--- src/rtl/pwm_density_decoder.sv ---
// -----------------------------------------------------------------------------
// pwm_density_decoder
//
// Recovers the WIDTH-bit level carried by a first-order sigma-delta LED stream.
// The encoder adds the level to a WIDTH-bit accumulator every clock and drives
// the carry as the output bit. Over any 2**WIDTH consecutive steady-state
// cycles it therefore emits exactly `level` active bits. Counting the active
// samples over a fixed 2**WIDTH-cycle window gives the level back exactly.
//
// The input is asynchronous, for example looped back from pwm_led or driven
// from a second board. It passes through a SYNC_STAGES-deep synchronizer
// before it is counted.
//
// Ports
//   clk_50mhz   in   1      system clock
//   rst_n       in   1      asynchronous active-low reset (async assert,
//                           release synchronized internally)
//   pwm_in      in   1      asynchronous density-modulated input
//   enable      in   1      1 = measure; 0 = idle, partial window discarded
//   duty        out  WIDTH  last measured level, held between windows
//   duty_valid  out  1      one-cycle pulse when duty is updated
//   saturated   out  1      last window counted 2**WIDTH actives (duty clamped)
//   locked      out  1      STABLE_COUNT+1 consecutive identical results
//
// Parameters
//   WIDTH         level width; window length = 2**WIDTH clock cycles
//   ACTIVE_LOW    1: pwm_in low is an active sample; 0: high is active
//   SYNC_STAGES   input synchronizer depth (>= 2)
//   STABLE_COUNT  matching windows after the first that are needed for locked
//                 (>= 1)
//
// Timing
//   - One result every 2**WIDTH cycles.
//   - The first duty_valid comes 2*2**WIDTH cycles after ACQUIRE is entered:
//     one window flushes the synchronizer and encoder phase, one measures.
//   - Every output is a flop. There is no combinational path from pwm_in or
//     enable to any output.
// -----------------------------------------------------------------------------
module pwm_density_decoder #(
  parameter int WIDTH        = 7,
  parameter bit ACTIVE_LOW   = 1'b1,
  parameter int SYNC_STAGES  = 2,
  parameter int STABLE_COUNT = 3
) (
  input  logic             clk_50mhz,
  input  logic             rst_n,
  input  logic             pwm_in,
  input  logic             enable,
  output logic [WIDTH-1:0] duty,
  output logic             duty_valid,
  output logic             saturated,
  output logic             locked
);

  localparam int SCW = (STABLE_COUNT < 2) ? 1 : $clog2(STABLE_COUNT + 1);

  localparam logic [WIDTH-1:0]       WIN_LAST   = {WIDTH{1'b1}};
  localparam logic [WIDTH:0]         FULL       = {1'b1, {WIDTH{1'b0}}};
  localparam logic [SCW-1:0]         STABLE_MAX = SCW'(STABLE_COUNT);
  localparam logic [SYNC_STAGES-1:0] SYNC_IDLE  = {SYNC_STAGES{ACTIVE_LOW}};

  typedef enum logic [1:0] {
    ST_IDLE,
    ST_ACQUIRE,
    ST_MEASURE
  } state_t;

  // A full window of actives reads as 2**WIDTH. That does not fit in the
  // output, so it is clamped to the largest level and flagged separately.
  function automatic logic [WIDTH-1:0] clamp_level(input logic [WIDTH:0] cnt);
    return (cnt == FULL) ? {WIDTH{1'b1}} : cnt[WIDTH-1:0];
  endfunction

  function automatic logic is_full(input logic [WIDTH:0] cnt);
    return (cnt == FULL);
  endfunction

  // Match counter that sticks at its ceiling.
  function automatic logic [SCW-1:0] sat_inc(input logic [SCW-1:0] v);
    return (v == STABLE_MAX) ? v : v + SCW'(1);
  endfunction

  logic [1:0]             rst_sync;
  logic                   rst_int_n;
  logic [SYNC_STAGES-1:0] sync_q;
  logic                   sample;

  state_t                 state;
  state_t                 state_nxt;
  logic [WIDTH-1:0]       win_cnt;
  logic [WIDTH:0]         hi_cnt;
  logic                   win_end;
  logic                   acq_done;
  logic                   result_ld;
  logic [WIDTH:0]         final_cnt;
  logic [WIDTH-1:0]       result;

  logic                   first_pending;
  logic [WIDTH-1:0]       prev;
  logic [SCW-1:0]         stable_cnt;
  logic [SCW-1:0]         stable_nxt;

  // ---- reset release synchronizer ----
  // Reset asserts immediately. It is released only on a clock edge, so no
  // flop sees rst_n rise close to the clock.
  always_ff @(posedge clk_50mhz or negedge rst_n) begin
    if (!rst_n) begin
      rst_sync <= 2'b00;
    end else begin
      rst_sync <= {rst_sync[0], 1'b1};
    end
  end

  assign rst_int_n = rst_sync[1];

  // ---- input synchronizer ----
  // The chain resets to the inactive pin level, so that reset is not seen as
  // a burst of active samples.
  always_ff @(posedge clk_50mhz or negedge rst_int_n) begin
    if (!rst_int_n) begin
      sync_q <= SYNC_IDLE;
    end else begin
      sync_q <= {sync_q[SYNC_STAGES-2:0], pwm_in};
    end
  end

  // The active sample is 1 regardless of the pin polarity. The synchronizer
  // latency is not compensated. It only shifts which input samples fall in a
  // window, and any window of a steady stream holds the same count.
  assign sample = sync_q[SYNC_STAGES-1] ^ ACTIVE_LOW;

  // ---- control decode ----
  assign win_end   = (win_cnt == WIN_LAST);
  assign acq_done  = enable && (state == ST_ACQUIRE) && win_end;
  assign result_ld = enable && (state == ST_MEASURE) && win_end;

  // The final count includes the sample of the window-end cycle itself.
  // hi_cnt restarts on the next cycle, so no sample is lost between windows.
  assign final_cnt = hi_cnt + {{WIDTH{1'b0}}, sample};
  assign result    = clamp_level(final_cnt);

  // ---- FSM state register ----
  always_ff @(posedge clk_50mhz or negedge rst_int_n) begin
    if (!rst_int_n) begin
      state <= ST_IDLE;
    end else begin
      state <= state_nxt;
    end
  end

  // ---- FSM next state ----
  always_comb begin
    state_nxt = state;
    if (!enable) begin
      state_nxt = ST_IDLE;
    end else begin
      case (state)
        ST_IDLE:    state_nxt = ST_ACQUIRE;
        ST_ACQUIRE: state_nxt = win_end ? ST_MEASURE : ST_ACQUIRE;
        ST_MEASURE: state_nxt = ST_MEASURE;
        default:    state_nxt = ST_IDLE;
      endcase
    end
  end

  // ---- window counters ----
  // ACQUIRE only steps win_cnt. Its window is thrown away, so hi_cnt stays
  // at 0 and MEASURE starts from a clean count.
  always_ff @(posedge clk_50mhz or negedge rst_int_n) begin
    if (!rst_int_n) begin
      win_cnt <= '0;
      hi_cnt  <= '0;
    end else if (!enable || (state == ST_IDLE)) begin
      win_cnt <= '0;
      hi_cnt  <= '0;
    end else if (state == ST_ACQUIRE) begin
      win_cnt <= win_cnt + WIDTH'(1);
      hi_cnt  <= '0;
    end else begin
      win_cnt <= win_cnt + WIDTH'(1);
      hi_cnt  <= win_end ? '0 : final_cnt;
    end
  end

  // ---- result registers ----
  // duty and saturated hold their last value while disabled. Only reset
  // clears them.
  always_ff @(posedge clk_50mhz or negedge rst_int_n) begin
    if (!rst_int_n) begin
      duty       <= '0;
      duty_valid <= 1'b0;
      saturated  <= 1'b0;
    end else begin
      duty_valid <= result_ld;
      if (result_ld) begin
        duty      <= result;
        saturated <= is_full(final_cnt);
      end
    end
  end

  // ---- lock tracking ----
  // The comparison uses the clamped value. A stream that is stuck active
  // therefore locks like any other constant level.
  always_comb begin
    stable_nxt = stable_cnt;
    if (first_pending) begin
      stable_nxt = '0;
    end else if (result == prev) begin
      stable_nxt = sat_inc(stable_cnt);
    end else begin
      stable_nxt = '0;
    end
  end

  // The first result of a measurement run only seeds prev. It cannot be
  // compared, because prev may still hold a value from before the pause.
  always_ff @(posedge clk_50mhz or negedge rst_int_n) begin
    if (!rst_int_n) begin
      first_pending <= 1'b0;
      prev          <= '0;
      stable_cnt    <= '0;
      locked        <= 1'b0;
    end else if (!enable) begin
      first_pending <= 1'b0;
      stable_cnt    <= '0;
      locked        <= 1'b0;
    end else if (acq_done) begin
      first_pending <= 1'b1;
    end else if (result_ld) begin
      first_pending <= 1'b0;
      prev          <= result;
      stable_cnt    <= stable_nxt;
      locked        <= (stable_nxt == STABLE_MAX);
    end
  end

endmodule

--- config.mk ---
export PLATFORM = sky130hd
export DESIGN_NAME = pwm_density_decoder
export DESIGN_NICKNAME = d
export VERILOG_FILES = /design/src/rtl/pwm_density_decoder.sv
export SDC_FILE = /design/constraint.sdc
export NUM_CORES = 1
export LEC_CHECK = 0
export ABC_AREA = 1
export CAP_MARGIN = 10
export CORE_UTILIZATION = 23
export DETAILED_ROUTE_END_ITERATION = 10
export PLACE_DENSITY_LB_ADDON = 0.1
export RECOVER_POWER = 100
export SETUP_SLACK_MARGIN = 0.05
export SKIP_LAST_GASP = 1
export SLEW_MARGIN = 20
export SYNTH_ARGS = -nofsm -noshare
export SYNTH_HDL_FRONTEND = slang
export SYNTH_SLANG_ARGS = --single-unit
--- constraint.sdc ---
create_clock -name clk_50mhz -period 1.4 [get_ports clk_50mhz]
set_input_delay 0.28 -clock clk_50mhz [delete_from_list [all_inputs] [get_ports clk_50mhz]]
set_output_delay 0.28 -clock clk_50mhz [all_outputs]
set_load 0.02 [all_outputs]
==> qor.csv <==
stage,metric,value,unit
die,Rows,32,
worst_setup_path,R2R Setup Slk,-720,ps
routing,DRC,0,
die,die width,93.3,µm
timing,Slew @ Worst Pin,1020,ps
worst_setup_path,Startpoint Class,flip-flop,
clock_network,clk slew on worst S/H paths,90,ps
power,Gate power share,5.5,%
worst_setup_path,worst-case reg-to-reg path depth,16,
power,switching share of power,24.7,%
worst_setup_path,reg-to-reg endpoint,stable_cnt[0]$_DFFE_PN0P_,
logic_synthesis,"top cells by area, synth","dfrtp_1, nand2_1, inv_1",
clock_network,"Clk Latency, worst-skew pair",290,ps
clock_network,CTS Buf Count,5,
logic_synthesis,Yosys cell types,31,
routing,1st-pass router iterations,6,
timing,PnR worst setup slack,-723,ps
worst_setup_path,WS Path Type,flip-flop to flip-flop,
power,Design Power,2.12,mW
worst_setup_path,Worst Path Max Fanout,8,
logic_synthesis,compound-gate portion of the synthesized area,5.87,%
timing,Worst Clk Skew,6.36,ps
place,I/O Buffers,13,
logic_synthesis,dominant cell type by area after synthesis,dfrtp_1,
die,io pins,14,
final_layout,n_diodes,0,
die,core region area,7890,µm²
global_route,initial antenna violation count,0,
timing,Slew Limit Fails,0,
timing,crit share post-route,152,%
die,initial core utilization,24.3,%
min_path,Hold Path Class,input port to async pin,
logic_synthesis,#FFs+latches synth,41,
global_route,gr ovfl total,0,
clock_network,hold_buf cts,0,
global_route,largest net degree at the start of global routing,40,
global_route,number of global-route vias before repair,1815,
routing,drt via density,4.16,
timing,final setup fails,31,
worst_setup_path,critical path data required time,1640,ps
routing,drt initial violations,62,
worst_setup_path,crit path DAT,2360,ps
logic_synthesis,XOR/XNOR Fraction of Synth Area,0.457,%
final_layout,nets@finish,311,
logic_synthesis,combinational family with the most area after synthesis,simple AND/OR/NAND/NOR gates,
final_layout,Area Overhead vs Synth,54.7,%
power,P_sw,523,µW
clock_network,H-tree depth,2,
power,clock power share,37.1,%
outcome,outcome,finished with violations,
power,sequential share of power,57.3,%
timing,Peak Freq,471,MHz
routing,Detail Route Antenna Nets,0,
logic_synthesis,Mapped Cells,231,
worst_setup_path,"CP delay by family, top",simple AND/OR/NAND/NOR gates,
final_layout,share of layout cells above drive strength 1,42.0,%
timing,Fin. Hold Viols,0,
global_route,first-pass GRT wire length,8.37,mm
die,Die Y,93.3,µm
timing,Final min period,2120,ps
clock_network,CTS tree,done,
logic_synthesis,mux share of post-synthesis cell area,0,%
timing,RSZ-0062 raised after global routing,yes,
worst_setup_path,max incr delay on CP,530,ps
worst_setup_path,slowest CP cell,dfstp_2,
logic_synthesis,syn nets,238,
flow_run,Max-cap violations,0,
clock_network,TritonCTS Sinks,41,
routing,Vias,1693,
logic_synthesis,simple logic cell fraction of the synthesized area,30.4,%
logic_synthesis,Post-Syn Area,1920,µm²
clock_network,root buf cell,clkbuf_8,
logic_synthesis,post-synthesis sequential area ratio,53.6,%
outcome,failing checks,negative setup slack,
worst_setup_path,CP cell instances,"inv_2, ha_4, ha_4, nand3_4, nor2_1, nand2_1, nand2_2, nor2_4, nand3_4, nand2_4, nand2_2, nand2_1, nand2_2, nor2_4, nand4_1, nand2_1",
worst_setup_path,worst path bufs/invs,1,
power,Worst VDD drop,0.286,mV
logic_synthesis,Synth Area in Adders,1.96,%
logic_synthesis,top-area cell type share of the netlist area,50.9,%
power,Pwr Density,713,nW/µm²
timing,Slew headroom,31.9,%
place,DPL Wire Length,3.00,mm
die,area of the die,8710,µm²
logic_synthesis,Synth Area per Inst,8.30,µm²
worst_setup_path,RR Startpoint,sync_q[1]$_DFF_PN1_,
logic_synthesis,YS warnings,0,
routing,drt total wl,4.69,mm
final_layout,fillcell total,815,
worst_setup_path,crit path capture type,flip-flop,
clock_network,clk buf depth,2,
global_route,Total GRT Usage,12.4,%
place,RePlAce Congestion,0.761,
routing,detailed-route wire length per cell,11.5,µm
power,leakage,1.49,nW
place,pre-CTS WS,-812,ps
power,cell-internal power,1.59,mW
==> cell type report <==
type	instances	area [µm²]	share of cell area [%]
clock buffers	5	68.8	2.32
clock inverters	3	17.5	0.590
inverters	33	126	4.26
multi-input cells	155	1010	34.2
flip-flops and latches	41	1030	34.7
well taps	102	128	4.30
repair buffers	68	582	19.6
==> power groups by stage <==
stage,Clock (mW),Combinational (mW),Sequential [mW]
floorplan,0,0.0361,1.25
global placement,0,0.108,1.24
detailed placement,0,0.108,1.24
CTS,0.841,0.116,1.21
global route,0.870,0.133,1.22
finish,0.786,0.117,1.21
==> kinds of logic after synthesis <==
kind of cell / after synthesis
fa+ha+maj: 3
xor+xnor: 1
buf+inv: 36
compound gates: 20
simple gates: 129
flops: 41
other cells: 1
==> what timing repair did <==
item                       4_1_cts  5_1_grt
buffers inserted                10        8
setup endpoints to repair       41       35
gates resized for setup         42       40
pin swaps                       16       22
gates cloned                     2        0
==> registers in the layout, summed over array words and instances (netlist names) <==
name,flops
win_cnt,7
duty_valid,1
saturated,1
duty,7
stable_cnt,2
sync_q,2
first_pending,1
rst_sync,2
hi_cnt,8
locked,1
prev,7
state,2
==> layer usage <==
layer  share of wire [%]  vias up  GRT usage, %
met2                  48       19          21.6
met3                 3.6        2          2.68
li1                    -      866             -
met1                  48      806          15.9
met4                0.32        0          2.31
met5                   0        -             0
==> Yosys cell counts <==
cell / instances
nor3_1: 3
o21ai_2: 1
buf_6: 1
nand3b_1: 4
o32ai_1: 1
nand2_2: 3
a211oi_1: 1
nor2_4: 1
nand3_2: 1
o21bai_1: 1
nor2_1: 19
nand3_4: 1
nor2_2: 4
buf_2: 1
clkinv_1: 1
dfstp_2: 2
nand2_1: 75
conb_1: 1
xor2_1: 1
nand4_1: 2
and3_1: 1
nand3_1: 12
o21ai_1: 2
o21ai_0: 7
dfrtp_1: 39
clkbuf_1: 1
ha_1: 3
a21oi_1: 7
nand2_4: 1
nor4_1: 2
inv_1: 32
==> worst max path at each step <==
stage / slack, ps / cells past startpoint / to / from
after floorplan: -590 / 17 / stable_cnt[0]$_DFFE_PN0P_ / sync_q[1]$_DFF_PN1_
after global placement: -780 / 16 / locked$_DFFE_PN0P_ / sync_q[1]$_DFF_PN1_
after detailed placement: -810 / 16 / stable_cnt[0]$_DFFE_PN0P_ / sync_q[1]$_DFF_PN1_
after CTS: -750 / 16 / locked$_DFFE_PN0P_ / sync_q[1]$_DFF_PN1_
after global routing: -890 / 15 / stable_cnt[0]$_DFFE_PN0P_ / sync_q[1]$_DFF_PN1_
final: -720 / 16 / stable_cnt[0]$_DFFE_PN0P_ / sync_q[1]$_DFF_PN1_
==> metrics by stage <==
step                      cell area [µm²]  cells  utilization (%)  hold slack, ps  TNS (ps)
final                                2970    407             37.6             212    -12160
after global routing                 2970    407             37.6             210    -16180
after CTS                            2830    401             35.9             135    -12140
after detailed placement             2530    381             32.1             244    -13450
after global placement               2530    381             32.1             242    -12640
after floorplan                      1980    231                -           -15.6     -6930
==> cell usage in the layout (no fill, tap or decap), types with 2 or more instances in the layout <==
| cell type | instances |
|---|---|
| nor2_4 | 8 |
| nand3_4 | 5 |
| buf_4 | 40 |
| dlygate4sd3_1 | 3 |
| nand3b_1 | 4 |
| dfrtp_1 | 37 |
| dlygate4sd2_1 | 10 |
| a21oi_1 | 6 |
| buf_6 | 12 |
| nand3_1 | 8 |
| inv_1 | 26 |
| o21ai_0 | 6 |
| nand2_4 | 3 |
| dfrtp_2 | 2 |
| clkinv_2 | 2 |
| inv_2 | 6 |
| nand3_2 | 2 |
| nand2_2 | 19 |
| nor4_4 | 2 |
| clkbuf_8 | 5 |
| ha_4 | 2 |
| nor3_1 | 2 |
| nand2_1 | 57 |
| o21ai_1 | 2 |
| dfstp_2 | 2 |
| nor2_1 | 10 |
| nor2_2 | 6 |
| o21ai_2 | 2 |
| nand4_1 | 2 |
==> worst reg2reg max path, stage by stage (launching register included) <==
cell and delay (ps):
dfstp_2 530, inv_2 40, ha_4 160, ha_4 170
nand3_4 80, nor2_1 50, nand2_1 60, nand2_2 80
nor2_4 120, nand3_4 180, nand2_4 110, nand2_2 40
nand2_1 70, nand2_2 70, nor2_4 140, nand4_1 90
nand2_1 80
Power figures use the tool's default switching activity.
